<file path="config.mk">
export PLATFORM = sky130hd
export DESIGN_NAME = seq_shift
export DESIGN_NICKNAME = d
export VERILOG_FILES = /design/src/rtl/seq_shift.sv
export SDC_FILE = /design/constraint.sdc
export NUM_CORES = 1
export LEC_CHECK = 0
export ABC_CLOCK_PERIOD_IN_PS = 2800
export CORE_ASPECT_RATIO = 0.6
export CORE_MARGIN = 2
export CORE_UTILIZATION = 50
export CTS_BUF_LIST = sky130_fd_sc_hd__clkbuf_16
export DETAILED_ROUTE_END_ITERATION = 16
export PLACE_DENSITY = 0.85
export SYNTH_ARGS = -nofsm -noshare
export SYNTH_HDL_FRONTEND = slang
export SYNTH_SLANG_ARGS = --single-unit
</file>
<file path="constraint.sdc">
create_clock -name clk -period 2.8 [get_ports clk]
set_clock_uncertainty 0.15 [all_clocks]
set_input_delay 0.42 -clock clk [delete_from_list [all_inputs] [get_ports clk]]
set_output_delay 0.42 -clock clk [all_outputs]
set_load 0.05 [all_outputs]
</file>
<file path="src/rtl/seq_shift.sv">
// seq_shift: multi-cycle logical shifter that moves the operand one bit per clock
module seq_shift #(
  parameter logic [3:0] SLL = 4'b0011,
  parameter logic [3:0] SRL = 4'b0100
) (
  input  logic        clk,
  input  logic        reset,
  input  logic        start,
  input  logic [31:0] dataA,
  input  logic [31:0] dataB,
  input  logic [3:0]  signal,
  output logic        busy,
  output logic        done,
  output logic [31:0] dataOut
);
  typedef enum logic [1:0] {IDLE, SHIFT, DONE} state_t;
  state_t state, state_nxt;
  logic [31:0] shift_reg, shifted;
  logic [4:0] count;
  logic [3:0] op;
  logic accept, unused_b;
  always_comb begin
    accept = start && state != SHIFT;
    shifted = (op == SLL && SLL != SRL) ? {shift_reg[30:0], 1'b0} : {1'b0, shift_reg[31:1]};
    state_nxt = accept ? (dataB[4:0] == 5'd0 ? DONE : SHIFT)
              : state == SHIFT ? (count == 5'd1 ? DONE : SHIFT) : IDLE;
    unused_b = ^dataB[31:5];
  end
  always_ff @(posedge clk) begin
    if (reset) begin
      state <= IDLE;
      shift_reg <= '0;
      count <= '0;
      op <= '0;
      dataOut <= '0;
    end else begin
      state <= state_nxt;
      if (accept) begin
        shift_reg <= dataA;
        count <= dataB[4:0];
        op <= signal;
      end else if (state == SHIFT) begin
        shift_reg <= shifted;
        count <= count - 5'd1;
      end
      if (state_nxt == DONE) dataOut <= accept ? dataA : shifted;
    end
  end
  assign busy = state == SHIFT;
  assign done = state == DONE;
endmodule

</file>
== Yosys cells after proc, flatten, opt, wreduce, memory -nomap -nowiden ==
Index checks and enable logic that the tools add are counted.
Storage, ports and cells
  input port bits: 71
  output and inout port bits: 34
  flip-flop bits (word level): 75
  logic and storage cells: 25
Cells by class
  reduce and logical (&&, ||, !) cells: 3
  add/sub/neg operators: 1
  equal/unequal tests: 6
  muxes and demuxes: 10
Operators with widths (count)
  32-bit two-way mux: 4
  5-bit two-way mux: 2
  2-bit two-way mux: 4
  5-bit by 1-bit == test with 1-bit output, second input constant: 1
  5-bit logical NOT: 1
  5-bit by 1-bit subtractor with 5-bit output, second input constant: 1
  2-bit == test, second input constant: 2
  4-bit by 2-bit == test with 1-bit output, second input constant: 1
  2-bit by 1-bit == test with 1-bit output, second input constant: 1
  2-bit by 1-bit != test with 1-bit output, second input constant: 1
  2-bit nonzero test: 1
  1-bit logical AND: 1

== Longest topological paths before layout ==
  depth in word-level cells: 5
  mapped depth: 7
  mapped depth without buffers: 6

== Worst setup path before layout ==
OpenSTA, ideal clock, no wires.
  path kind: input to register
  start point: in dataB[2]
  end point: reg dataOut[10]
  arrival: 1616 ps
  data required time: 2533 ps
  buffers on the path: 1
  stages: 5
  library setup time: 117 ps
  path slack: 917 ps
  path through: or4_4 -> nor4_4 -> nor3_1 -> buf_6 -> a32o_1
On the way
  word-level cells in the longest chain between the ends: 4
Ends and longest elaborated chain
  from (decl): line 10  | input logic [31:0] dataB,
  5-bit logical NOT: line 25  | state_nxt = accept ? (dataB[4:0] == 5'd0 ? DONE : SHIFT)
  2-bit two-way mux (2 in series): line 25
  2-bit == test: line 46  | if (state_nxt == DONE) dataOut <= accept ? dataA : shifted;
  to (signal assigned): line 46
  to (decl): line 14  | output logic [31:0] dataOut
No other way between the ends.
A chain may end at the register's enable or synchronous reset.

== Final worst setup path ==
  start point: reg state[1]
  end point: out busy
On the way
  word-level cells in the longest chain between the ends: 1
Ends and longest elaborated chain
  from (decl): line 17  | state_t state, state_nxt;
  from (signal assigned): line 37  | state <= state_nxt;
  2-bit by 1-bit == test with 1-bit output: line 49  | assign busy = state == SHIFT;
  to (decl): line 12  | output logic busy,
No other way between the ends.

==> key figures <==
Worst setup path
  – Critical path class: flip-flop to output port
  – Critical path capture point type: output port
  – Max FO, Critical Path: 10
  – Crit path arrival time: 1850 ps
  – Req. time, crit path: 2230 ps
  – Critical path startpoint category: flip-flop

Yosys
  – Post-synth EDFFs: 0
  – Count of state elements after synthesis: 75
  – Synth top area share: 0.456
  – Yosys warning total: 0
  – Syn avg cell area: 9.18 sq um
  – Mapped cell area: 3300 sq um
  – Cell taking the most area after synthesis: dfxtp_1
  – Asr flop ratio synth: 0
  – Syn nets: 432
  – Share of the yosys chip area belonging to registers: 0.456
  – Ys flop type: dfxtp_1
  – Cell count after synthesis: 359
  – Synth cell types: 36
  – Ranking of synthesized cells by area: dfxtp_1 (46%), a32o_1 (9.1%), nand2_1 (8.2%)

Route
  – Routed vias/inst: 5.95
  – Drt wl/cell: 16.8 um
  – Routed via count: 3070
  – Drt drc: 0
  – Drt total wl: 8690 um
  – DR pass1 iterations: 4
  – Antenna Nets Post-Route: 0
  – Drt initial violations: 240

STA
  – Final min period: 2420 ps
  – RSZ-0062 raised after global routing: no
  – WHS: 318 ps
  – Achievable clock frequency: 0.414 GHz
  – Setup TNS: 0 ps
  – Rel. slew slack: 0.501
  – Worst Max-Slew Pin Slew: 745 ps
  – Hold Vio Cnt, Final: 0
  – Min setup slack post-route: 383 ps
  – Period utilization: 0.863
  – # setup viols final: 0
  – Max-slew violation count: 0

Place
  – Gpl congestion: 0.812
  – Post-DP HPWL: 5810 um
  – # port buffers: 77
  – Placed cell areas: 4130 sq um
  – Pre-CTS worst setup slack: 304 ps

Clock network
  – Clock-pin slew on the worst setup and hold paths: 50 ps
  – Hold Buf Count CTS: 0
  – Worst skew pair latency: 330 ps
  – TritonCTS Sinks: 75
  – CTS root buffer: clkbuf_16
  – CTS tree: done
  – Setup bufs post-CTS: 0
  – Num CTS Buffers: 9
  – PostCTS Resize Cnt: 0
  – CTS HTree Levels: 3
  – Longest Clk Path Bufs: 2

Floorplanning
  – Die Ht: 66.9 um
  – Starting Density: 0.527
  – IO Pins: 105
  – Core ar.: 6250 sq um
  – Rows: 22
  – Die Span X: 109 um
  – Area of the die: 7280 sq um

Finish
  – Layout cells sized above 1: 0.0764
  – Final net count: 500
  – Synthesis-to-layout area growth: 33.0%
  – Fill cells: 512
  – Footprint of the multi-input gates: 1640 sq um
  – Antenna cell count: 0
  – Sequential Area: 1500 sq um
  – Post-route design area: 4380 sq um

Run status
  – Outcome: finished, final reports clean

GRT
  – Largest net degree at the start of global routing: 35
  – Total grt overflow: 0
  – Total Routing Usage GR: 0.253
  – Vias in the first global route: 2996
  – Initial antenna violation count: 0
  – First-pass GRT wire length: 14100 um

Power
  – Leak: 1.65 nW
  – Final Power: 2.64 mW
  – Power Density: 603 nW/um^2
  – Maximum VDD drop: 447 uV

Job
  – Max Cap Viol: 0

Hold path
  – Hold Path Class: flip-flop to flip-flop
critical path: stages, from the launching register on:
cell and delay, ps:
dfxtp_1 300, nand2b_1 160, inv_2 200, clkdlybuf4s50_1 850
power breakdown:
part / internal, mW / switching (mW) / leakage (nW)
clock network: 0.578 / 0.409 / 0.132
registers: 1.14 / 0.0555 / 0.613
logic: 0.202 / 0.259 / 0.906
total: 1.92 / 0.724 / 1.65
per-stage QoR:
| step | util | instances |
|---|---|---|
| after floorplan | - | 359 |
| after global placement | 0.661 | 500 |
| after detailed placement | 0.661 | 500 |
| after CTS | 0.701 | 516 |
| after global routing | 0.701 | 516 |
| final | 0.701 | 516 |
cell type report:
class | count | share of cell area
multi-input cells | 249 | 0.375
flip-flops and latches | 75 | 0.343
repair buffers | 88 | 0.198
clock buffers | 9 | 0.0514
well taps | 84 | 0.0240
clock inverters | 7 | 0.00628
inverters | 4 | 0.00343
final timing paths:
check / slack (ps) / cells past startpoint / end / from
worst max-delay path: 380 / 3 / busy / state[1]$_SDFF_PP0_
worst min register to register: 320 / 1 / dataOut[16]$_SDFFE_PP0N_ / dataOut[16]$_SDFFE_PP0N_
worst max register to register: 660 / 6 / dataOut[30]$_SDFFE_PP0N_ / count[0]$_SDFFE_PP0P_
worst min-delay path: 320 / 1 / dataOut[16]$_SDFFE_PP0N_ / dataOut[16]$_SDFFE_PP0N_
synthesized netlist by cell type (all sizes together), types with 3 or more instances:
| library cell | count |
|---|---|
| nand3 | 32 |
| o21a | 30 |
| dfxtp | 75 |
| a211oi | 6 |
| nor3 | 5 |
| a22oi | 3 |
| a22o | 30 |
| o21ai | 3 |
| buf | 14 |
| a32o | 30 |
| clkbuf | 17 |
| inv | 4 |
| nand2 | 72 |
| nor2 | 8 |
| a21oi | 9 |
cells in the final DEF (no fill, tap or decap), types with 2 or more instances in the layout:
cell,synthesis,routed
a211oi_1,6,6
a21oi_1,9,8
a22o_1,30,30
a22oi_1,3,3
a311oi_1,2,2
a32o_1,30,30
buf_4,0,10
clkbuf_16,0,9
clkdlybuf4s50_1,0,77
clkinv_1,0,4
dfxtp_1,75,75
ha_1,2,2
inv_1,3,5
mux2i_1,2,2
nand2_1,72,71
nand3_1,32,32
nor2_1,7,7
nor2b_1,2,2
nor3_1,5,3
nor3_2,0,2
o21a_1,30,30
o21ai_0,3,3
layer usage:
metal,routed length [um],vias to the layer above,track usage
li1,-,1478,-
met1,4060,1470,0.331
met5,0,-,0
met2,3880,110,0.391
met4,99,0,0.0946
met3,653,12,0.0812
logic make-up (layout without fill, tap and decap cells):
family,Yosys count,after routing,share of synthesized area
AND/OR/NAND/NOR,130,130,0.183
buffers and inverters,35,108,0.0554
flip-flops,75,75,0.456
multiplexers,2,2,0.00607
adder cells (fa/ha/maj),2,2,0.00759
AO/OA/AOI/OAI,115,115,0.292
No activity file was read; power rests on OpenSTA's default activity.
